**src/rtl/mem_access_unit.sv**
```systemverilog
// mem_access_unit
// ---------------
// Load/store unit sitting between a requester and a single-ported,
// word-wide DATA_RAM.  One request is taken at a time (req_ready is high only
// while idle).  Loads read the addressed word and return the extracted,
// zero- or sign-extended lane.  Word stores write directly.  Byte and
// halfword stores use read-modify-write.  Misaligned or invalid-size
// requests complete one cycle after acceptance with misalign=1 and never
// touch the RAM.
//
// Ports
//   Clock, Reset          : clock and synchronous active-high reset
//   req_valid / req_ready : request handshake (accept when both high)
//   req_we                : 1 = store, 0 = load
//   req_size              : 00 byte, 01 halfword, 10 word, 11 invalid
//   req_signed            : sign-extend sub-word loads
//   req_addr, req_wdata   : byte address, right-aligned store data
//   resp_valid            : one-cycle completion pulse
//   resp_rdata            : load result (held between load/error completions)
//   misalign              : marks the resp_valid pulse as an error completion
//   ram_addr, ram_datain  : word address and write data to DATA_RAM
//   ram_write, ram_read   : DATA_RAM strobes (never both high)
//   ram_dataout           : DATA_RAM read data (sampled at the end of RD2)
module mem_access_unit (
    input  logic        Clock,
    input  logic        Reset,
    input  logic        req_valid,
    output logic        req_ready,
    input  logic        req_we,
    input  logic [1:0]  req_size,
    input  logic        req_signed,
    input  logic [31:0] req_addr,
    input  logic [31:0] req_wdata,
    output logic        resp_valid,
    output logic [31:0] resp_rdata,
    output logic        misalign,
    output logic [31:0] ram_addr,
    output logic [31:0] ram_datain,
    output logic        ram_write,
    output logic        ram_read,
    input  logic [31:0] ram_dataout
);

    typedef enum logic [2:0] {
        IDLE = 3'd0,
        RD1  = 3'd1,
        RD2  = 3'd2,
        WR   = 3'd3,
        RESP = 3'd4,
        ERR  = 3'd5
    } state_t;

    // Alignment rule: halfwords need an even address, words a multiple of 4,
    // size 11 is always rejected.
    function automatic logic f_misaligned(input logic [1:0] size, input logic [1:0] off);
        logic v;
        case (size)
            2'b00:   v = 1'b0;
            2'b01:   v = off[0];
            2'b10:   v = (off != 2'b00);
            default: v = 1'b1;
        endcase
        return v;
    endfunction

    // Extract the addressed little-endian lane and extend it to 32 bits.
    function automatic logic [31:0] f_load_extend(input logic [31:0] word, input logic [1:0] size,
                                                  input logic sgn, input logic [1:0] off);
        logic [7:0]  b;
        logic [15:0] h;
        logic [31:0] r;
        case (off)
            2'b00:   b = word[7:0];
            2'b01:   b = word[15:8];
            2'b10:   b = word[23:16];
            default: b = word[31:24];
        endcase
        h = off[1] ? word[31:16] : word[15:0];
        case (size)
            2'b00:   r = sgn ? {{24{b[7]}}, b} : {24'd0, b};
            2'b01:   r = sgn ? {{16{h[15]}}, h} : {16'd0, h};
            default: r = word;
        endcase
        return r;
    endfunction

    // Replace only the addressed lane(s) of the old word with the store data.
    function automatic logic [31:0] f_store_merge(input logic [31:0] word, input logic [31:0] wdata,
                                                  input logic [1:0] size, input logic [1:0] off);
        logic [31:0] r;
        r = word;
        case (size)
            2'b00: begin
                case (off)
                    2'b00:   r[7:0]   = wdata[7:0];
                    2'b01:   r[15:8]  = wdata[7:0];
                    2'b10:   r[23:16] = wdata[7:0];
                    default: r[31:24] = wdata[7:0];
                endcase
            end
            2'b01: begin
                if (off[1]) begin
                    r[31:16] = wdata[15:0];
                end else begin
                    r[15:0] = wdata[15:0];
                end
            end
            default: r = wdata;
        endcase
        return r;
    endfunction

    state_t      r_state;
    state_t      w_next_state;
    logic        w_accept;
    logic        r_we;
    logic [1:0]  r_size;
    logic        r_signed;
    logic [31:0] r_addr;
    logic [31:0] r_wdata;
    logic        r_resp_valid;
    logic [31:0] r_resp_rdata;
    logic        r_misalign;
    logic [31:0] r_ram_addr;
    logic [31:0] r_ram_datain;
    logic        r_ram_write;
    logic        r_ram_read;
    logic [31:0] w_addr;
    logic [31:0] w_wdata;
    logic        w_load_done;
    logic        w_next_ram;

    // All RAM-side outputs are registered from the next state, so they line
    // up with the state they belong to.  On the accept edge the registered
    // request is not yet available, so the live request fields are used.
    assign w_addr      = (r_state == IDLE) ? req_addr : r_addr;
    assign w_wdata     = (r_state == IDLE) ? req_wdata
                                           : f_store_merge(ram_dataout, r_wdata, r_size, r_addr[1:0]);
    assign w_load_done = (r_state == RD2) && !r_we;
    assign w_next_ram  = (w_next_state == RD1) || (w_next_state == RD2) || (w_next_state == WR);

    assign req_ready  = (r_state == IDLE);
    assign resp_valid = r_resp_valid;
    assign resp_rdata = r_resp_rdata;
    assign misalign   = r_misalign;
    assign ram_addr   = r_ram_addr;
    assign ram_datain = r_ram_datain;
    assign ram_write  = r_ram_write;
    assign ram_read   = r_ram_read;

    // Next-state logic and request acceptance.
    always_comb begin
        w_next_state = r_state;
        w_accept     = 1'b0;
        case (r_state)
            IDLE: begin
                if (req_valid) begin
                    w_accept = 1'b1;
                    if (f_misaligned(req_size, req_addr[1:0])) begin
                        w_next_state = ERR;
                    end else if (req_we && (req_size == 2'b10)) begin
                        w_next_state = WR;
                    end else begin
                        // loads and sub-word stores both start with a read
                        w_next_state = RD1;
                    end
                end else begin
                    w_next_state = IDLE;
                end
            end
            RD1: w_next_state = RD2;
            RD2: begin
                if (r_we) begin
                    w_next_state = WR;
                end else begin
                    w_next_state = RESP;
                end
            end
            WR:      w_next_state = RESP;
            RESP:    w_next_state = IDLE;
            ERR:     w_next_state = IDLE;
            default: w_next_state = IDLE;
        endcase
    end

    // State register, captured request and registered outputs.
    always_ff @(posedge Clock) begin
        if (Reset) begin
            r_state      <= IDLE;
            r_we         <= 1'b0;
            r_size       <= 2'b00;
            r_signed     <= 1'b0;
            r_addr       <= 32'd0;
            r_wdata      <= 32'd0;
            r_resp_valid <= 1'b0;
            r_resp_rdata <= 32'd0;
            r_misalign   <= 1'b0;
            r_ram_addr   <= 32'd0;
            r_ram_datain <= 32'd0;
            r_ram_write  <= 1'b0;
            r_ram_read   <= 1'b0;
        end else begin
            r_state <= w_next_state;
            if (w_accept) begin
                r_we     <= req_we;
                r_size   <= req_size;
                r_signed <= req_signed;
                r_addr   <= req_addr;
                r_wdata  <= req_wdata;
            end
            r_ram_read   <= (w_next_state == RD1) || (w_next_state == RD2);
            r_ram_write  <= (w_next_state == WR);
            r_ram_addr   <= w_next_ram ? {w_addr[31:2], 2'b00} : 32'd0;
            r_ram_datain <= (w_next_state == WR) ? w_wdata : 32'd0;
            r_resp_valid <= (w_next_state == RESP) || (w_next_state == ERR);
            r_misalign   <= (w_next_state == ERR);
            // resp_rdata only moves on load or error completion
            if (w_next_state == ERR) begin
                r_resp_rdata <= 32'd0;
            end else if (w_load_done) begin
                r_resp_rdata <= f_load_extend(ram_dataout, r_size, r_signed, r_addr[1:0]);
            end
        end
    end

endmodule

```
**config.mk**
```make
export PLATFORM = sky130hd
export DESIGN_NAME = mem_access_unit
export DESIGN_NICKNAME = d
export VERILOG_FILES = /design/src/rtl/mem_access_unit.sv
export SDC_FILE = /design/constraint.sdc
export NUM_CORES = 1
export LEC_CHECK = 0
export ABC_AREA = 0
export BUFFER_PORTS_ARGS = -buffer_cell sky130_fd_sc_hd__buf_2
export CAP_MARGIN = 10
export CORE_MARGIN = 2
export CORE_UTILIZATION = 49
export CTS_BUF_LIST = sky130_fd_sc_hd__clkbuf_2
export DETAILED_ROUTE_END_ITERATION = 8
export PLACE_DENSITY_LB_ADDON = 0.12
export SKIP_CTS_REPAIR_TIMING = 1
export SLEW_MARGIN = 15
export SYNTH_ARGS = -nofsm -noshare
export SYNTH_HDL_FRONTEND = slang
export SYNTH_SLANG_ARGS = --single-unit
export TNS_END_PERCENT = 10
```
**constraint.sdc**
```tcl
create_clock -name Clock -period 1.85 [get_ports Clock]
set_input_delay 0.2775 -clock Clock [delete_from_list [all_inputs] [get_ports Clock]]
set_output_delay 0.2775 -clock Clock [all_outputs]
set_load 0.01 [all_outputs]
```
Word-level counts from Yosys, hierarchy flattened

Cells that the tools add are included.

Mux-type cells: 24
Bitwise operators: 2
Reductions and logical operators: 15
Equal/unequal tests: 13

Operators by type and width:

| kind                                                                  | number |
|---|---|
| 32-bit 2-to-1 mux                                                     | 4 |
| 32-bit one-hot mux with 2 select lines                                | 2 |
| 16-bit 2-to-1 mux                                                     | 3 |
| 8-bit 2-to-1 mux                                                      | 4 |
| 8-bit one-hot mux with 3 select lines                                 | 1 |
| 3-bit by 2-bit equality test with 1-bit output, second input constant | 4 |
| 3-bit one-hot mux with 4 select lines                                 | 1 |
| 3-bit 2-to-1 mux                                                      | 3 |
| 2-bit by 1-bit equality test with 1-bit output, second input constant | 3 |
| 3-bit by 1-bit equality test with 1-bit output, second input constant | 2 |
| 3-bit equality test, second input constant                            | 2 |
| 2-bit zero test                                                       | 3 |
| 2-bit OR reduction                                                    | 3 |
| 2-bit equality test, second input constant                            | 2 |
| 1-bit 2-to-1 mux                                                      | 4 |
| 3-bit zero test                                                       | 1 |
| 1-bit logical OR                                                      | 3 |
| 1-bit one-hot mux with 3 select lines                                 | 1 |
| 3-bit OR reduction                                                    | 1 |
| 1-bit logical AND                                                     | 2 |
| 2-bit 2-to-1 mux                                                      | 1 |
| 1-bit inverter                                                        | 2 |
| 2-bit nonzero test                                                    | 1 |
| 1-bit zero test                                                       | 1 |

Word-level logic and storage cells: 68
Flip-flop bits (word level): 171
Output and inout port bits: 101
Input port bits: 103

Depth between registers and ports, before layout

Word-level depth: 12
Depth in mapped cells: 9
Mapped depth without buffers: 5

Least setup slack after synthesis

OpenSTA, ideal clock, no wires.

Kind: reg-to-reg
From: register r_state[2]
To: register r_resp_rdata[20], in the netlist resp_rdata[20]
Period minus slack after synthesis: 1.810 ns
Setup time: 0.122 ns
Required time: 1.728 ns
Arrival time: 1.688 ns
Buffers on the path: 3
Slack: 0.040 ns
Stages on the path, launching flop included: 7
Path through: dfxtp_1 -> buf_2 -> or4b_2 -> buf_2 -> a31oi_4 -> buf_4 -> a211oi_1

Word-level cells in the longest chain between the ends: 4
Elaborated cells on any way between the ends: 8
Classes of those cells: eq/ne (4); mux (1); reduce/logical (3)

Ends and longest elaborated chain:

| item                                                                         | line | source |
|---|---|---|
| start: declaration                                                           | 113  | `state_t r_state;` |
| start signal: assignment                                                     | 203  | `r_state <= w_next_state;` |
| 3-bit by 2-bit equality test with 1-bit output, or another cell as far along | 155  | `case (r_state)` |
| 3-bit one-hot mux with 4 select lines                                        | 155  |  |
| 3-bit equality test                                                          | 218  | `if (w_next_state == ERR) begin` |
| 2-bit OR reduction (no line)                                                 | --   |  |
| end signal: assignment                                                       | 221  | `r_resp_rdata <= f_load_extend(ram_dataout, r_size, r_signed, r_addr[1:0]);` |
| end: declaration                                                             | 122  | `logic [31:0] r_resp_rdata;` |

Several ways; a longest one is shown, not always the timed one.
A chain may end at the register's enable or synchronous reset.

Final worst setup path

From: register r_state[0]
To: output req_ready

Word-level cells in the longest chain between the ends: 1

Ends and longest elaborated chain:

| item             | line | source |
|---|---|---|
| 3-bit zero test  | 142  | `assign req_ready = (r_state == IDLE);` |
| end: declaration | 28   | `output logic req_ready,` |

No other way between the ends.

==> results.cfg <==
[finish]
final_nets = 1309
seq_area_um2 = 3390
multi_input_area_um2 = 3470
syn_to_final_growth_pct = 41.1
stdcell_count = 1404
drive_above_1_share_pct = 26.6
fillers = 1169
final_util_pct = 70.2

[placed_design]
gp_congestion = 0.899
dp_cells = 1257
hpwl_um = 15500
portBuffers = 201

[floorplanning]
coreArea_um2 = 14400
start_util_pct = 49.7
die_w_um = 125
dieArea_um2 = 15600
die_y_um = 125
top_level_ports = 204
num_rows = 44

[power]
p_int_mw = 5.59
sw_frac_of_total_pct = 31.1
clkPwrFrac_pct = 27.2
p_comb_share_pct = 23.7
power_mw = 8.12
p_seq_share_pct = 49.1
power.leakage_nw = 4.37
irDropWorstVdd_uv = 630
p_switching_mw = 2.53
power_density_nw_per_um2 = 802

[routing]
vias = 7718
wl_um = 23900
initialDrtViolationCount = 553
routedWlPerCell_um = 17.0
ant_nets = 0
drc = 0
vias_per_cell = 5.50
firstDrtPassIters = 6

[clock_tree]
clock_path_buffers = 2
numClockSinks = 169
htree_levels = 4
clockRootBuffer = clkbuf_2
cts_tree = built
clock_latency_ns = 0.73
cts_buffers = 17
path_clk_slew_ns = 0.25

[grt]
grtUsageTotal_pct = 27.5
grt_pass1_wl_um = 34400
grt_pass1_vias = 6631
grt_max_degree = 74
overflow = 0
antenna_found_initial = 1

[setup_path]
r2r_start = r_state[2]$_SDFF_PP0_
cp_max_fo = 6
crit_chain = or3_4 -> clkinv_4 -> buf_12 -> buf_6
max_stage_delay_ns = 0.42
cp_slowest_cell = dfxtp_2
crit_end = req_ready
cp.arrival_ns = 1.84
critPathLaunch = r_state[0]$_SDFF_PP0_
reg2reg_depth = 4
worst-setup-path-type = reg2out
r2r-end = resp_rdata[0]$_SDFFE_PP0P_
r2r_slack_ns = -0.15
critPathCaptureType = output port
cp.required_ns = 1.57
start_kind = register

[sta]
skew_ns = 0.0297
grt_setup_unrepaired = true
fmax_ghz = 0.473
whs_ns = 0.303
finalHoldViolations = 0
fin_setup_tns_ns = -3.01
worst_pin_slew_ns = 0.827
slew-limit-headroom_pct = 44.9
finalMaxSlewViolations = 0
fin_crit_ns = 2.11
setup_viol = 38
setup_ws_ns = -0.264
finalCritPeriodShare_pct = 114

[synthesis]
synth_area_leader_cell = dfxtp_1
synth_adder_area_share_pct = 0
netlist_instances = 895
ys_ff_latch = 169
ys.flop_type = dfxtp_1
synth.top_cells.by_count = 245 x nand2_1, 169 x dfxtp_1, 119 x a21oi_1
synth_area_um2 = 7170
synthTopCellsByArea = dfxtp_1 47%, nand2_1 13%, a21oi_1 8.3%
yosysSeqAreaShare_pct = 47.2
synth_top_family_by_area = compound AO/OA/AOI/OAI gates
yosysMostFrequentCell = nand2_1
synth_cell_types = 46
synth-simple-area-share_pct = 20.4
ys_warn_count = 0
synth_edf_count = 0
postSynthAreaPerCell_um2 = 8.02
muxShareOfSynthArea_pct = 4.34
synth_xor_area_share_pct = 0
netlist.area_leader.share_pct = 47.2
synthArstFlopShare_pct = 0
synth_compound_gate_area_share_pct = 22.9

[status]
violations = setup timing
status = finished, violations left

[min_path]
hp-class = in2reg

[run]
maxCapViolations = 0
## logic make-up (layout without fill, tap and decap cells)
family                 Yosys count  after routing
other                            1              3
multiplexers                    29             29
AND/OR/NAND/NOR                355            355
flip-flops                     169            169
AO/OA/AOI/OAI                  255            255
buffers and inverters           86            409
## layout by cell type (no fill, tap or decap), drive strengths merged, types with 6 or more instances in the layout
cell	instances
o311a	7
a211o	6
mux2i	21
o21ai	15
nand2	245
nand3	12
or3	10
a2bb2oi	7
nor3	8
a31oi	15
a211oi	41
clkbuf	18
a21oi	120
a22oi	6
inv	8
nor2	61
a32oi	7
o22ai	6
buf	266
mux2	7
dfxtp	169
dlygate4sd3	103
a311oi	14
## power groups by stage
stage,combinational [mW],clock [mW],sequential [mW]
floorplan,0.939,0,4.04
global placement,1.62,0,4.05
detailed placement,1.63,0,4.05
CTS,1.63,2.24,3.98
global route,2.09,2.40,4.01
finish,1.92,2.21,3.99
## stage by stage
stage	setup WS (ns)	instance area (um2)
after floorplan	0.0405	7180
after CTS	-0.645	8930
after global routing	-0.380	10100
after global placement	0.0233	8640
after detailed placement	0.00762	8640
final	-0.264	10100
## final cells by class
type,instances,area share [%]
clock inverters,15,1.98
inverters,7,0.309
clock buffers,17,0.840
repair buffers,370,26.8
multi-input cells,641,34.3
diodes,1,0.0247
flip-flops and latches,169,33.5
well taps,184,2.27
## state kept, by name (all words and copies together), names as in the netlist
name        count
ram_read        1
r_addr         32
resp_valid      1
r_signed        1
r_wdata        32
ram_datain     32
ram_write       1
r_we            1
ram_addr       30
r_size          2
r_state         3
misalign        1
resp_rdata     32
## worst min path at each step
| stage | from | endpoint | slack [ns] | cells after the start |
|---|---|---|---|---|
| after detailed placement | r_wdata[23]$_SDFFE_PP0P_ | r_wdata[23]$_SDFFE_PP0P_ | 0.44 | 2 |
| after global routing | req_addr[28] | ram_addr[28]$_SDFF_PP0_ | 0.22 | 4 |
| final | req_addr[25] | ram_addr[25]$_SDFF_PP0_ | 0.30 | 4 |
| after CTS | req_signed | r_signed$_SDFFE_PP0P_ | -0.31 | 3 |
| after global placement | r_wdata[20]$_SDFFE_PP0P_ | r_wdata[20]$_SDFFE_PP0P_ | 0.44 | 2 |
| after floorplan | req_wdata[16] | r_wdata[16]$_SDFFE_PP0P_ | 0.41 | 2 |
## critical path, delay by kind of cell (launching register included)
| family | cells | cell delay [ns] |
|---|---|---|
| buffers and inverters | 3 | 0.27 |
| flip-flops | 1 | 0.42 |
| AND/OR/NAND/NOR | 1 | 0.41 |
## metal layers
metal | routed length [um] | track usage (%)
met1 | 9980 | 36.5
met2 | 11500 | 42.5
met3 | 1760 | 7.70
met4 | 712 | 11.1
met5 | 0 | 0
No activity file was read; power rests on OpenSTA's default activity.
